$ cat config.mk
export PLATFORM = sky130hd
export DESIGN_NAME = bit_packer_flow
export DESIGN_NICKNAME = d
export VERILOG_FILES = /design/src/rtl/packer_pkg.sv /design/src/rtl/bit_compactor.sv /design/src/rtl/bit_packer_flow.sv
export SDC_FILE = /design/constraint.sdc
export NUM_CORES = 1
export LEC_CHECK = 0
export CORE_UTILIZATION = 49
export CTS_CLUSTER_DIAMETER = 200
export DETAILED_ROUTE_END_ITERATION = 10
export GPL_ROUTABILITY_DRIVEN = 0
export PLACE_DENSITY = 0.7
export SYNTH_ARGS = -nofsm -noshare
export SYNTH_HDL_FRONTEND = slang
export SYNTH_SLANG_ARGS = --single-unit
$ cat constraint.sdc
create_clock -name clock -period 12.5 [get_ports clock]
set_input_delay 2.5 -clock clock [delete_from_list [all_inputs] [get_ports clock]]
set_output_delay 2.5 -clock clock [all_outputs]
set_load 0.01 [all_outputs]
$ cat src/rtl/packer_pkg.sv
// Shared helpers for the lane-packing blocks: bit counting and counter-width sizing.
// Helpers accept vectors up to MaxW bits wide; wider lanes must widen MaxW.
package packer_pkg;

    localparam int MaxW = 64;

    function automatic int unsigned popcount(input logic [MaxW-1:0] v);
        int unsigned n;
        n = 0;
        for (int i = 0; i < MaxW; i++) begin
            if (v[i]) begin
                n++;
            end
        end
        return n;
    endfunction

    // Bits needed to hold any value in 0..n inclusive.
    function automatic int unsigned bitsFor(input int unsigned n);
        return $clog2(n + 1);
    endfunction

endpackage

$ cat src/rtl/bit_compactor.sv
// Combinational compaction of the masked bits of one beat into the low end of a word.
// The lowest-index selected bit lands at bit 0 and relative order is preserved.
module bit_compactor
    import packer_pkg::*;
#(
    parameter int W = 8
) (
    input  logic [W-1:0]            data_i,
    input  logic [W-1:0]            mask_i,
    output logic [W-1:0]            packed_o,
    output logic [bitsFor(W)-1:0]   popcount_o
);

    localparam int PW = bitsFor(W);

    always_comb begin
        int unsigned pos;
        packed_o = '0;
        pos      = 0;
        for (int i = 0; i < W; i++) begin
            if (mask_i[i]) begin
                packed_o = packed_o | (W'(data_i[i]) << pos);
                pos++;
            end
        end
        popcount_o = PW'(popcount(MaxW'(mask_i)));
    end

endmodule

$ cat src/rtl/bit_packer_flow.sv
// Packs masked input bits into a dense stream of W-bit words with valid/ready on both
// sides and a flush that drains a trailing partial word together with its bit count.
module bit_packer_flow
    import packer_pkg::*;
#(
    parameter int W = 8
) (
    input  logic                    clock,
    input  logic                    reset,
    input  logic                    in_valid,
    output logic                    in_ready,
    input  logic [W-1:0]            in_data,
    input  logic [W-1:0]            in_mask,
    input  logic                    flush,
    output logic                    out_valid,
    input  logic                    out_ready,
    output logic [W-1:0]            out_data,
    output logic [bitsFor(W)-1:0]   out_count
);

    localparam int CW  = bitsFor(2 * W);
    localparam int OCW = bitsFor(W);

    logic [2*W-1:0] accQ, accD;
    logic [CW-1:0]  countQ, countD;
    logic           flushPendingQ, flushPendingD;

    logic [W-1:0]   packedBits;
    logic [OCW-1:0] beatCount;
    logic [CW-1:0]  emitCount;
    logic [CW-1:0]  shiftedCount;
    logic [2*W-1:0] shiftedAcc;
    logic           fire;
    logic           accept;

    bit_compactor #(.W(W)) uCompactor (
        .data_i     (in_data),
        .mask_i     (in_mask),
        .packed_o   (packedBits),
        .popcount_o (beatCount)
    );

    // Handshakes depend only on registered state, so out_ready never reaches in_ready.
    // Bits of accQ at or above countQ are always zero, which keeps partial words clean.
    assign in_ready  = !flushPendingQ && (countQ <= CW'(W));
    assign out_valid = (countQ >= CW'(W)) || (flushPendingQ && (countQ != '0));
    assign emitCount = (countQ >= CW'(W)) ? CW'(W) : countQ;
    assign out_data  = accQ[W-1:0];
    assign out_count = OCW'(emitCount);

    assign fire   = out_valid && out_ready;
    assign accept = in_valid && in_ready;

    // Emission happens first, then the new beat is appended above what remains.
    always_comb begin
        shiftedAcc   = fire ? (accQ >> emitCount) : accQ;
        shiftedCount = fire ? (countQ - emitCount) : countQ;
        accD         = shiftedAcc;
        countD       = shiftedCount;
        if (accept) begin
            accD   = shiftedAcc | ({{W{1'b0}}, packedBits} << shiftedCount);
            countD = shiftedCount + CW'(beatCount);
        end
        flushPendingD = flush || (flushPendingQ && (countD != '0));
    end

    always_ff @(posedge clock) begin
        if (reset) begin
            accQ          <= '0;
            countQ        <= '0;
            flushPendingQ <= 1'b0;
        end else begin
            accQ          <= accD;
            countQ        <= countD;
            flushPendingQ <= flushPendingD;
        end
    end

endmodule

## Word level (Yosys, flattened, before mapping)

Index checks and enable logic that the tools add are counted.

- Output and inout bits: 14
- Input port bits: 21
- Bits in registers: 22
- Logic and storage cells: 62

- Shift-type cells: 9
- Reduce and logical (&&, ||, !) cells: 10
- Muxes and demuxes: 21
- Bitwise logic cells: 8
- $lt $le $gt $ge: 2
- $add $sub $neg: 9

Operators by type and width:

| operator | number |
|---|---|
| $mux W32 | 6 |
| $shl A1 B32 Y8 | 6 |
| $add A32 B1 Y32 const B | 5 |
| $mux W8 | 7 |
| $or A8 B8 Y8 | 7 |
| $mux W16 | 2 |
| $or A16 B16 Y16 | 1 |
| $shl A8 B5 Y16 | 1 |
| $shr A16 B5 Y16 | 1 |
| $mux W5 | 3 |
| $reduce_bool A5 Y1 | 2 |
| $shl A1 B1 Y8 | 1 |
| $add A5 B4 Y5 | 1 |
| $ge A5 B4 Y1 const B | 1 |
| $le A5 B4 Y1 const B | 1 |
| $logic_and A1 B1 Y1 | 5 |
| $sub A5 B5 Y5 | 1 |
| $add A4 B1 Y4 const B | 1 |
| $mux W4 | 1 |
| $add A1 B1 Y2 const B | 1 |
| $logic_or A1 B1 Y1 | 2 |
| $mux W1 | 2 |
| $logic_not A1 Y1 | 1 |

## Depth between registers and ports, before layout

Gate-level depths: netlist (run 1).

- Depth in word-level cells: 20
- Mapped depth: 31
- Mapped depth without buffers: 31

## Modules after synthesis

A second synthesis (run 1) with hierarchy kept.

- Cell total of the unflattened synthesis: 458
- Area, all modules: 3447.1 um2

Modules (own cells, without submodules):

| module | seq. area each (um2) | instances | cells an instance | area an instance (um2) |
|---|---|---|---|---|
| bit_packer_flow | 440.4 | 1 | 272 | 2207.1 |
| bit_compactor | 0.0 | 1 | 186 | 1239.9 |

## Worst setup path before layout (run 1)

OpenSTA, ideal clock, no wires.

- Path type: input port to flip-flop
- From: in in_mask[0]
- To: reg flushPendingQ
- Arrival time: 7.837 ns
- Library setup time: 0.129 ns
- Cell stages on the path: 29
- Slack: 4.534 ns
- Path buffers: 0
- Required time: 12.371 ns
- Cell sequence: inv_1 -> ha_1 -> xnor2_2 -> inv_1 -> ha_1 -> nand2_1 -> o31ai_1 -> ha_1 -> nand2_1 -> o21ai_0 -> or2_2 -> ha_1 -> nor2_1 -> nor2_1 -> ha_1 -> nand2_1 -> o31a_2 -> clkinv_1 -> ha_1 -> mux2_2 -> ha_1 -> a21o_1 -> a21oi_1 -> xor2_1 -> nor2_1 -> a21oi_1 -> nand3_1 -> a21oi_1 -> nor2_1

- Longest elaborated chain between the ends: 20

Ends and longest elaborated chain:

| element | line | source |
|---|---|---|
| start: declaration | bit_packer_flow.sv:13 | `input logic [W-1:0] in_mask,` |
| $mux W1 * | packer_pkg.sv:11 | `if (v[i]) begin` |
| $add A1 B1 Y2 | -- |  |
| $mux W32 * | packer_pkg.sv:11 |  |
| $add A32 B1 Y32 | -- |  |
| $mux W32 * | packer_pkg.sv:11 |  |
| $add A32 B1 Y32 | -- |  |
| $mux W32 * | packer_pkg.sv:11 |  |
| $add A32 B1 Y32 | -- |  |
| [... 4 more ...] | -- |  |
| $mux W32 * | packer_pkg.sv:11 |  |
| $add A4 B1 Y4 | -- |  |
| $mux W4 * | packer_pkg.sv:11 |  |
| $add A5 B4 Y5 * | bit_packer_flow.sv:62 | `countD = shiftedCount + CW'(beatCount);` |
| $mux W5 * | bit_packer_flow.sv:60 | `if (accept) begin` |
| $reduce_bool A5 Y1 * | bit_packer_flow.sv:64 | `flushPendingD = flush \|\| (flushPendingQ && (countD != '0));` |
| $logic_and A1 B1 Y1 * | bit_packer_flow.sv:64 |  |
| $logic_or A1 B1 Y1 * | bit_packer_flow.sv:64 |  |
| end signal: assignment | bit_packer_flow.sv:75 | `flushPendingQ <= flushPendingD;` |
| end: declaration | bit_packer_flow.sv:26 | `logic flushPendingQ, flushPendingD;` |

Every way passes the cells marked *; elsewhere a longest branch is shown, timed or not.
A chain may end at the register's enable or synchronous reset.

## Worst setup path after layout (run 1)

Ends and elaborated chain as after synthesis.

==> results of run 1 <==
[routing by layer]
layer | GRT usage (%) | vias up | part of all wire (%)
li1 | - | 1816 | -
met1 | 34.89 | 1711 | 45
met2 | 45.95 | 142 | 48
met3 | 2.275 | 18 | 4.7
met4 | 9.985 | 0 | 2.7
met5 | 0 | - | 0
[state kept, by name, summed over array words and instances, names as in the netlist]
signal	count
flushPendingQ	1
accQ	16
countQ	5
[where the power goes]
part / switching [mW] / internal, mW
Clock: 0.0221 / 0.0215
Combinational: 0.330 / 0.231
Sequential: 0.0375 / 0.0919
Total: 0.390 / 0.344
[tightest hold or removal path: cells and delay by family (launching register included)]
| kind | cells | cell delay (ns) |
|---|---|---|
| flip-flops | 1 | 0.34 |
| AND/OR/NAND/NOR | 1 | 0.04 |
| AO/OA/AOI/OAI | 1 | 0.13 |
[cells by family (layout without fill, tap and decap cells)]
logic type / Yosys count / count (layout)
buffers and inverters: 65 / 65
XOR/XNOR: 20 / 20
AO/OA/AOI/OAI: 157 / 157
adder cells (fa/ha/maj): 13 / 13
flip-flops: 22 / 22
multiplexers: 36 / 36
AND/OR/NAND/NOR: 162 / 162
other: 1 / 1
[layout by cell type (no fill, tap or decap), types with 4 or more instances in the layout]
master,Yosys,final
nand4_1,7,7
xor2_1,5,5
clkdlybuf4s50_1,0,34
a311oi_1,4,4
and2_1,9,9
nand3b_1,4,4
o221ai_1,6,6
a22oi_1,4,4
a211oi_1,31,31
nand4b_1,4,4
inv_1,23,23
xnor2_1,9,9
nor3_1,18,18
o21ai_0,15,14
a21o_1,7,7
dfxtp_1,22,22
a31oi_1,5,5
ha_1,12,12
and3_1,5,5
nor2_1,35,35
nand3_1,19,19
a21oi_1,30,30
mux2i_1,29,29
nand2_1,42,42
o21a_1,4,4
o31ai_1,4,4
[metrics by stage]
step	utilization, %	total power [mW]	instances	hold WS (ns)
2_1_floorplan	-	0.5504	476	0.4880
3_3_place_gp	55.98	0.6714	569	0.5454
3_5_place_dp	55.98	0.6786	569	0.5400
4_1_cts	56.58	0.7233	572	0.5540
5_1_grt	56.58	0.7932	572	0.5891
6_report	56.58	0.7345	572	0.5516
[layout make-up]
type / instances / share of cell area [%]
clock buffers: 3 / 1.057
inverters: 27 / 2.658
repair buffers: 35 / 8.902
multi-input cells: 389 / 73.04
well taps: 96 / 3.074
flip-flops and latches: 22 / 11.27
[worst max-delay path by stage]
stage                          endpoint  cells past startpoint  slack, ns
6_report       flushPendingQ$_SDFF_PP0_                     30       3.35
5_1_grt        flushPendingQ$_SDFF_PP0_                     32       2.84
4_1_cts        flushPendingQ$_SDFF_PP0_                     30       3.40
3_5_place_dp   flushPendingQ$_SDFF_PP0_                     30       3.14
3_3_place_gp   flushPendingQ$_SDFF_PP0_                     30       3.42
2_1_floorplan  flushPendingQ$_SDFF_PP0_                     29       4.53
==> metrics, run 1 <==
outcome=finished clean; max_slew headroom=30.97%; synth warn=0; number of nets in the layout=a little over 500; Site Rows=30; number of I/O port buffers=34; cell depth of the worst min-delay path=2; category of the most critical setup path=in -> reg; critical path data required time=12.62 ns; share of the clock period used by the worst path after layout=73.18%; Synth Area in XOR/XNOR=7.030%; static leakage=1.499 nW; reg-to-reg setup timing slack=7.96 ns; fraction of registers with async set/reset=0%; Register Area=440.4 um2; grt total ovfl=0; crit path capture type=register; layout-stage area growth over the synthesis result=9.234%; Post-synth EDFFs=0; Max Buffers Root-to-Sink=2; Critical R2R Capture=flushPendingQ$_SDFF_PP0_; Netlist cell types=78; Boundary Pins=35; number of failing setup endpoints in the final timing report=0; post-synthesis instance total=476; Worst Max-Slew Pin Slew=1.032 ns; Slew Viols, Final=0; total nets after synthesis=510; layout cells sized above 1=6.933%; synthesized area per cell=7.515 um2; largest family of logic cells by synthesized area=compound AO/OA/AOI/OAI gates; vias in the first global route=about 3400; Pre-Repair DR Iteration Count=7; area fraction in and, or, nand and nor cells after synthesis=between 20% and 30%; final instance area=3908 um2; Hold-fix buffers, CTS=0; Starting Density=51.79%; origin of the worst setup path=in_mask[0]; slowest cell on the critical path=clkdlybuf4s50_1; largest net degree at the start of global routing=26; gate family responsible for the most delay along the worst path=adder cells; total via count after detailed routing=3687; largest stage delay on the critical path=0.54 ns; most repeated library cell on the critical path=ha_1; Resized cells post-CTS=0; Crit path arrival time=9.27 ns; TritonCTS sink count=22; Compound-Gate Fraction of Synth Area=33.26%; CTS tree=built; total power per unit cell area=188.0 nW/um2; Post-DRT Antenna Nets=0; max frequency=109.3 MHz; average wire per cell in the routed design=17.24 um; top cells by area, synth=dfxtp_1, mux2i_1, a211oi_1, nand2_1, a21oi_1; total placed instance area=3866 um2; worst setup skew after layout=between 0.002 and 0.0025 ns; total count of hold-check failures in the final report=0; Commonest cells post-synth=nand2_1, nor2_1, a211oi_1, a21oi_1, mux2i_1; Clk Tree Root Cell=clkbuf_8; Clk Latency, worst-skew pair=0.26 ns; peak fanout along the critical path=16; floorplan die area=7646 um2; unrepaired setup endpoints after global routing=false; logic depth of the worst register-to-register path=15; most used standard cell by instance count after synthesis=nand2_1; n_diodes=0; number of buffers inserted during clock tree synthesis=3; Main synth FF type=dfxtp_1; r2r startpoint=countQ[3]$_SDFF_PP0_; number of DRC markers after the initial detailed-route iteration=297; Chip Height=87.44 um; Detailed Place HPWL=7531 um; synthesis-stage register bit count=22; antenna violations before repair=0; Hold Path Origin=flushPendingQ$_SDFF_PP0_; startpoint type of the worst setup path=input pin; layout filler cell count=681; sequential cell area fraction in the yosys report=12.31%; setup tns final=0 ns; GR Util All Layers=26.80%; post-CTS setup-driven buffer insertion count=0; vias per cell=6.446; synthesized-area fraction occupied by adder cells=4.757%; fraction of post-synthesis cell area in the top cell type by area=approximately an eighth; synthesized cell area=3577 um2; Final Critical Period=~9 ns; Routed WL=9863 um; wire length of the first global-routing pass=between 15000 and 20000 um; floorplan die width=just under 90 um; worst-case vdd ir drop=0.06415 mV; maximum capacitance violations=0; DRC errors left=0; share of synthesized area spent on multiplexers=11.58%; area of the core=6907 um2; post-route setup slack=between 3 and 4 ns; Worst Path Buf+Inv=4; Hold Path Class=reg -> reg; area of the multi-input gates=2854 um2; clock transition time at the flip-flop clock pins of the worst setup and hold paths=0.07 ns; number of levels the H-tree was split into=1; Yosys top cell by area=dfxtp_1; worst hold endpoint=flushPendingQ$_SDFF_PP0_; Worst Setup Slack post-DPL=3.140 ns
Power figures use the tool's default switching activity.
==> inputs of run 2 (changes only) <==
- PLACE_DENSITY: 0.7 -> 0.73
- clock period: 12.5 -> 7.55 ns (I/O delays scaled with it)
==> run 2 against run 1 <==
  * Non-clock buffer count rose by 8
  * Combinational power increased by 68%
  * Critical path depth did not move
  * Utilization up 1.3 points
  * Clock skew increased by 0.0088 ns
  * Design area increased by 2.2%
  * Critical path type unchanged
  * Highest routed layer unchanged
==> metrics, run 2 (synthesized netlist as in run 1, its figures left out) <==
share of the clock period used by the worst path after layout=a little over nine tenths; largest stage delay on the critical path=~0.54 ns; floorplan die width=87.44 um; wire length of the first global-routing pass=16270 um; Chip Height=87.44 um; max frequency=140.2 MHz; total via count after detailed routing=3698; category of the most critical setup path=in -> reg; Boundary Pins=35; n_diodes=0; Site Rows=30; PnR Total Power=approximately 1.2 mW; GR Util All Layers=a little over a quarter; worst setup skew after layout=0.01102 ns; critical path data required time=7.67 ns; Max Buffers Root-to-Sink=2; Detailed Place HPWL=7678 um; startpoint type of the worst setup path=input pin; grt total ovfl=0; area of the core=6907 um2; vias per cell=6.365; worst-case vdd ir drop=0.09969 mV; slowest cell on the critical path=clkdlybuf4s50_1; outcome=finished clean; number of buffers inserted during clock tree synthesis=3; Hold-fix buffers, CTS=0; floorplan die area=7646 um2; maximum capacitance violations=0; layout-stage area growth over the synthesis result=11.68%; most repeated library cell on the critical path=ha_1; TritonCTS sink count=22; Post-DRT Antenna Nets=0; Crit path arrival time=7.25 ns; Pre-Repair DR Iteration Count=5; Slew Viols, Final=0; static leakage=between 1.5 and 2 nW; largest registers=accQ x16, countQ x5, flushPendingQ x1; DRC errors left=0; post-CTS setup-driven buffer insertion count=0; number of levels the H-tree was split into=1; Worst Max-Slew Pin Slew=~1.0 ns; highest-count cells in the layout ignoring fill and taps=nand2_1, clkdlybuf4s50_1, nor2_1; Resized cells post-CTS=0; number of flip-flops in the largest register=16; average wire per cell in the routed design=17.02 um; peak fanout along the critical path=6; Routed WL=9888 um; number of DRC markers after the initial detailed-route iteration=302; layout filler cell count=about 700; total power per unit cell area=310.6 nW/um2; clock transition time at the flip-flop clock pins of the worst setup and hold paths=0.07 ns; number of nets in the layout=between 500 and 600; number of I/O port buffers=34; crit path capture type=register; largest net degree at the start of global routing=26; antenna violations before repair=0; leading cell type in the layout, fill and taps excluded=nand2_1; Starting Density=about half; unrepaired setup endpoints after global routing=false; total count of hold-check failures in the final report=0; CTS tree=built; layout cells sized above 1=9.485%; max_slew headroom=30.76%; vias in the first global route=around 3400; Final Critical Period=a little over 7 ns; Clk Tree Root Cell=clkbuf_8; setup tns final=0 ns; number of failing setup endpoints in the final timing report=0; Clk Latency, worst-skew pair=around 0.27 ns; Hold Path Class=reg -> reg; Reg with most FFs=accQ
run 2: cell count changes in the layout (fill, tap and decap cells not counted), sizes merged:
cell	before	now
buf	1	9
clkbuf	3	4
run 2: cell type report:
class                   instances  area [um2]  share of cell area (%)
clock buffers                   4       55.05                   1.378
flip-flops and latches         22       440.4                   11.02
repair buffers                 43       407.9                   10.21
multi-input cells             389        2868                   71.78
inverters                      27       103.9                   2.599
well taps                      96       120.1                   3.007
run 2: power by group:
group	switching [mW]	internal (mW)
combinational	0.551	0.392
sequential	0.0602	0.152
clock	0.0390	0.0466
run 2: path summary, 6_finish.rpt:
check	start	slack (ns)	endpoint	cells after the start
worst max-delay path	in_mask[0]	0.42	flushPendingQ$_SDFF_PP0_	30
worst min-delay path	flushPendingQ$_SDFF_PP0_	0.55	flushPendingQ$_SDFF_PP0_	2
worst max register to register	countQ[3]$_SDFF_PP0_	2.99	flushPendingQ$_SDFF_PP0_	15
worst min register to register	flushPendingQ$_SDFF_PP0_	0.55	flushPendingQ$_SDFF_PP0_	2
run 2: through the flow:
step	instance area, um2	cells	hold slack [ns]	utilization [%]	worst slack (ns)
global route	3995	581	0.5915	57.84	0.007637
detailed placement	3926	577	0.5399	56.85	0.06538
finish	3995	581	0.5467	57.84	0.4196
CTS	3981	581	0.5496	57.64	0.3227
floorplan	3577	476	0.4880	-	0.5744
global placement	3926	577	0.5409	56.85	0.2674
run 2: layer usage:
layer | vias to the layer above | routed length (um) | GRT usage, %
li1 | 1831 | - | -
met1 | 1725 | 4292 | 33.83
met2 | 128 | 4966 | 47.30
met3 | 14 | 454 | 2.085
met4 | 0 | 174 | 8.048
met5 | - | 0 | 0
run 2: worst max-delay path: cells and delay by family:
family	cells	cell delay (ns)
and+or+nand+nor	9	1.03
xor gates and xnor gates	2	0.35
adders and majority gates	7	2.23
AOI/OAI and AO/OA	7	1.10
muxes	1	0.29
buffers and inverters	4	0.76
==> inputs of run 3 (changes only) <==
- SETUP_SLACK_MARGIN: not set -> 0.4
==> run 3 against run 2 <==
  * Clock power shrank 0.8%
  * First-iteration DRC count is 0.99% higher
  * Critical endpoint unchanged
  * Sequential cell count stayed put
  * Sequential share of layout area down 0.14 points
  * Design area grew 1.3%
  * Via count is 1.4% higher
  * Wire length up 0.89%
  * Largest power group unchanged
  * Worst hold slack about the same
  * Final cell count stayed put
  * Non-clock buffer count stayed put
  * Worst setup slack better by 0.37 ns
  * Clock skew about the same
==> metrics, run 3 (synthesized netlist as in run 1, its figures left out) <==
outcome=finished clean; leading cell type in the layout, fill and taps excluded=nand2_1; internal cell power=~0.6 mW; Chip Height=87.44 um; TritonCTS sink count=22; Site Rows=30; most repeated library cell on the critical path=ha_1; static leakage=1.565 nW; category of the most critical setup path=in -> reg; max_slew headroom=30.79%; largest net degree at the start of global routing=26; area of the core=6907 um2; Hold Path Origin=flushPendingQ$_SDFF_PP0_; worst setup skew after layout=0.01091 ns; average wire per cell in the routed design=about 17 um; CTS tree=built; Post-DRT Antenna Nets=0; number of levels the H-tree was split into=1; Starting Density=51.79%; Max Buffers Root-to-Sink=2; clock transition time at the flip-flop clock pins of the worst setup and hold paths=~0.07 ns; share of the clock period used by the worst path after layout=89.53%; n_diodes=0; post-CTS setup-driven buffer insertion count=0; net switching fraction of the power=between 50% and 60%; largest stage delay on the critical path=0.51 ns; wire length of the first global-routing pass=16270 um; power spent charging and discharging nets=0.6537 mW; unrepaired setup endpoints after global routing=false; grt total ovfl=0; largest registers=accQ x16, countQ x5, flushPendingQ x1; Reg with most FFs=accQ; peak fanout along the critical path=6; number of flip-flops in the largest register=16; Boundary Pins=35; vias in the first global route=3404; Final Critical Period=6.759 ns; slowest cell on the critical path=clkdlybuf4s50_1; PnR Total Power=1.254 mW; Register Area=440.4 um2; clock share of power=6.8%; origin of the worst setup path=in_mask[1]; DRC errors left=0; core occupancy in the finished layout=58.59%; layout cells sized above 1=10.52%; critical path data required time=7.67 ns; worst-case vdd ir drop=0.1023 mV; total via count after detailed routing=approximately 3800; highest-count cells in the layout ignoring fill and taps=nand2_1, clkdlybuf4s50_1, nor2_1; number of nets in the layout=520; Slew Viols, Final=0; post-route setup slack=0.7907 ns; Routed WL=9976 um; r2r startpoint=countQ[3]$_SDFF_PP0_; total count of hold-check failures in the final report=0; portion of total power attributed to combinational logic=76.3%; setup tns final=0 ns; number of failing setup endpoints in the final timing report=0; Clk Latency, worst-skew pair=0.27 ns; Worst Max-Slew Pin Slew=1.034 ns; Detailed Place HPWL=7678 um; Worst Setup Slack post-DPL=roughly 0.065 ns; startpoint type of the worst setup path=input pin; number of I/O port buffers=34; Flop pwr share=16.9%; maximum capacitance violations=0; number of buffers inserted during clock tree synthesis=3; floorplan die area=~7600 um2; Hold Path Class=reg -> reg; vias per cell=6.454; GR Util All Layers=26.53%; total power per unit cell area=309.9 nW/um2; area of the multi-input gates=2917 um2; Pre-Repair DR Iteration Count=5; number of DRC markers after the initial detailed-route iteration=305; layout-stage area growth over the synthesis result=13.12%; antenna violations before repair=0; layout filler cell count=approximately 690; crit path capture type=register; floorplan die width=87.44 um; Crit path arrival time=roughly 6.9 ns; Clk Tree Root Cell=clkbuf_8; max frequency=147.9 MHz
## run 3: power by group through the flow
stage | Combinational [mW] | Sequential, mW | Clock, mW
CTS | 0.927 | 0.212 | 0.0853
finish | 0.957 | 0.212 | 0.0849
detailed placement | 0.921 | 0.215 | 0
global route | 1.04 | 0.219 | 0.0910
floorplan | 0.731 | 0.180 | 0
global placement | 0.905 | 0.214 | 0
## run 3: worst max-delay path: cells and delay by family
kind	cells	cell delay [ns]
AND/OR/NAND/NOR	11	1.39
AO/OA/AOI/OAI	7	1.06
buffers and inverters	3	0.64
adder cells (fa/ha/maj)	7	1.82
multiplexers	1	0.29
XOR/XNOR	1	0.16
## run 3: final timing paths
| path | end | slack, ns | cells past startpoint |
|---|---|---|---|
| max | flushPendingQ$_SDFF_PP0_ | 0.79 | 30 |
| min | flushPendingQ$_SDFF_PP0_ | 0.55 | 2 |
| max reg2reg | flushPendingQ$_SDFF_PP0_ | 2.98 | 15 |
| min reg2reg | flushPendingQ$_SDFF_PP0_ | 0.55 | 2 |
## run 3: layer usage
layer	track usage (%)	vias up	part of all wire (%)
met3	2.085	25	4.4
met2	47.30	140	50
li1	-	1823	-
met1	33.83	1762	43
met5	0	-	0
met4	8.048	0	2.2
## run 3: timing repair
action	4_1_cts	5_1_grt
hold endpoints to repair	0	0
hold buffers	0	0
setup endpoints to repair	1	9
pin swaps	1	1
gates resized for setup	2	12
## run 3: through the flow
stage          hold slack (ns)  cells  area (um2)
3_3_place_gp            0.5409    577        3926
6_report                0.5466    581        4046
4_1_cts                 0.5496    581        3989
5_1_grt                 0.5915    581        4046
2_1_floorplan           0.4880    476        3577
3_5_place_dp            0.5399    577        3926
## run 3: cell type report
| class | count | share of cell area (%) |
|---|---|---|
| multi-input combinational | 389 | 72.08 |
| timing repair buffer | 43 | 10.14 |
| tap | 96 | 2.968 |
| inverter | 27 | 2.566 |
| clock buffer | 4 | 1.361 |
| sequential | 22 | 10.88 |
==> patch (flow settings as in run 3) <==
`W` is set to 8 in 2 places; all go to 12.
--- a/src/rtl/bit_compactor.sv
+++ b/src/rtl/bit_compactor.sv
@@ -4,5 +4,5 @@
     import packer_pkg::*;
 #(
-    parameter int W = 8
+    parameter int W = 12
 ) (
     input  logic [W-1:0]            data_i,
--- a/src/rtl/bit_packer_flow.sv
+++ b/src/rtl/bit_packer_flow.sv
@@ -4,5 +4,5 @@
     import packer_pkg::*;
 #(
-    parameter int W = 8
+    parameter int W = 12
 ) (
     input  logic                    clock,
Interface: changed (resized in_data, in_mask and out_data); port bits go from 35 to 47. No check against the original RTL was run, so the function may have changed too.
==> patch against run 3 <==
  * The flow now finishes with violations (negative setup slack)
  * Power increased to 2.8 times the old value
  * Register-to-register slack lost 430 ps
  * Synthesized area is 77% higher
  * Sequential share of layout area is 4.2 points lower
  * Worst hold slack got worse by 44 ps
  * Worst setup slack lost 1600 ps
  * Core utilization grew 13 points
  * Sequential cell count up 8
  * First-iteration DRC count rose to 3.4 times the old value
  * Final cell count rose by 110%
  * Wire length up 130%
  * Largest cell class unchanged
  * Combinational power grew to 3.2 times the old value
  * Count of clock-buffer cells in the layout increased by 2
  * Design area grew 120%
==> patch: results (changes against run 3) <==
status=finished with violations (was complete, no violations); failing checks=negative setup slack; Adder-Cell Fraction of Synth Area=0.0347 (was 0.0476); switching part of the total=0.510 (was 0.521); CTS buffer count=5 (was 3); distinct cell type count after synthesis=93 (was 78); final setup margin=-815 ps (was 791 ps); WL/cell=18.4 um (was 17.2 um); filler cell count=1065 (was 693); post-synthesis mux area share=0.103 (was 0.116); CTS max path bufs=2 (unchanged); clock tree root buffer cell=clkbuf_16 (was clkbuf_8); Critical Path AT=8520 ps (was 6880 ps); vias=7829 (was 3750); Layout Skew=13.5 ps (was 10.9 ps); # setup viols final=29 (was 0); leakage=3.66 nW (was 1.57 nW); first-pass GRT wire length=35700 um (was 16300 um); worst skew pair latency=290 ps (was 270 ps); largest registers=accQ x24, countQ x5, flushPendingQ x1 (was accQ x16, countQ x5, flushPendingQ x1); Syn Nets=944 (was 510); top cells by area, synth=dfxtp_1, mux2i_1, nand2_1 (was dfxtp_1, mux2i_1, a211oi_1); post-synthesis sequential area ratio=0.0946 (was 0.123); maximum vdd drop=0.000274 V (was 0.000102 V); initial drt markers=1042 (was 305); Reg2Reg Setup Slack=2550 ps (was 2980 ps); worst-path maximum fanout=4 (was 6); Critical path origin=in_mask[1] (unchanged); Setup TNS=-16170 ps (was 0 ps); Total GRT Usage=0.334 (was 0.265); relative slew slack=0.349 (was 0.308); reg-to-reg startpoint=countQ[2]$_SDFF_PP0_ (was countQ[3]$_SDFF_PP0_); endpoints failing hold=0 (unchanged); H-tree Lvls=2 (was 1); hold slack=502 ps (was 547 ps); largest net degree at the start of global routing=40 (was 26); post-synthesis async set-or-reset flop share=0 (unchanged); Initial DRT Pass Iterations=5 (unchanged); Hold/Removal Path Class=reg -> reg (unchanged); Final #Nets=1102 (was 520); vias in the first global route=7194 (was 3404); fraction of synthesized cell area in xor and xnor cells=0.0980 (was 0.0703); Commonest cells post-synth=nand2_1, nor2_1, a21oi_1, mux2i_1, o21ai_0 (was nand2_1, nor2_1, a211oi_1); port bufs=46 (was 34); Hold Path Origin=accQ[0]$_SDFF_PP0_ (was flushPendingQ$_SDFF_PP0_); share of layout cells above drive strength 1=0.315 (was 0.105); Synth Area in Compound Gates=0.312 (was 0.333); post-detail-place hpwl=17100 um (was 7680 um); largest stage delay on the critical path=570 ps (was 510 ps); Main synth FF type=dfxtp_1 (unchanged); critical path's slowest cell=or4_1 (was clkdlybuf4s50_1)
-- patch: cell count changes in the layout (fill, tap and decap cells not counted), sizes merged, moves of 13 or more --
cell	delta
a31oi	+13
buf	+166
a21oi	+22
mux2i	+22
o21ai	+30
nand2	+78
nor3	+21
nor2	+44
xnor2	+13
nand3	+13
o211ai	+21
-- patch: layout make-up --
type | instances | area, um2 | area share
clock buffer | 6 | 139 | 0.0154
clock inverter | 2 | 12.5 | 0.00138
inverter | 31 | 136 | 0.0151
multi-input combinational | 769 | 6120 | 0.678
sequential | 30 | 601 | 0.0665
tap | 172 | 215 | 0.0238
timing repair buffer | 219 | 1810 | 0.200
-- patch: critical path, delay by kind of cell --
kind / cells / cell delay (ps)
AO/OA/AOI/OAI: 9 / 1090
XOR/XNOR: 2 / 190
adder cells (fa/ha/maj): 10 / 2290
buffers and inverters: 10 / 780
multiplexers: 3 / 850
AND/OR/NAND/NOR: 11 / 1800
-- patch: per-stage QoR --
| step | instance area (um2) | setup WS [ps] | std cells |
|---|---|---|---|
| final | 9030 | -815 | 1229 |
| after global routing | 9030 | -1070 | 1229 |
| after CTS | 8770 | -904 | 1225 |
| after detailed placement | 8350 | -1850 | 1208 |
| after global placement | 8350 | -1690 | 1208 |
| after floorplan | 6840 | -1560 | 898 |
-- patch: power groups by stage --
stage | Clock, mW | Sequential, mW | Combinational, mW
2_1_floorplan | 0 | 0.241 | 1.73
5_1_grt | 0.212 | 0.293 | 3.27
4_1_cts | 0.206 | 0.284 | 2.83
3_5_place_dp | 0 | 0.287 | 2.68
3_3_place_gp | 0 | 0.285 | 2.64
6_report | 0.207 | 0.288 | 3.05
-- patch: per-layer routing --
| metal | share of wire | vias up | wire length, um | track usage |
|---|---|---|---|---|
| met5 | 0 | - | 0 | 0 |
| met4 | 0.022 | 0 | 492 | 0.0949 |
| met2 | 0.46 | 383 | 10500 | 0.553 |
| met3 | 0.075 | 49 | 1690 | 0.0366 |
| li1 | - | 3708 | - | - |
| met1 | 0.44 | 3689 | 9930 | 0.457 |
-- patch: final timing paths --
kind / endpoint / depth (start not counted)
worst max-delay path: flushPendingQ$_SDFF_PP0_ / 45
worst min-delay path: accQ[0]$_SDFF_PP0_ / 2
worst max register to register: flushPendingQ$_SDFF_PP0_ / 13
worst min register to register: accQ[0]$_SDFF_PP0_ / 2
-- patch: repair_timing --
item / CTS / global route
setup endpoints to repair: 29 / 29
setup buffers: 9 / 4
pin swaps: 35 / 35
cloned: 0 / 0
gates resized for setup: 55 / 52
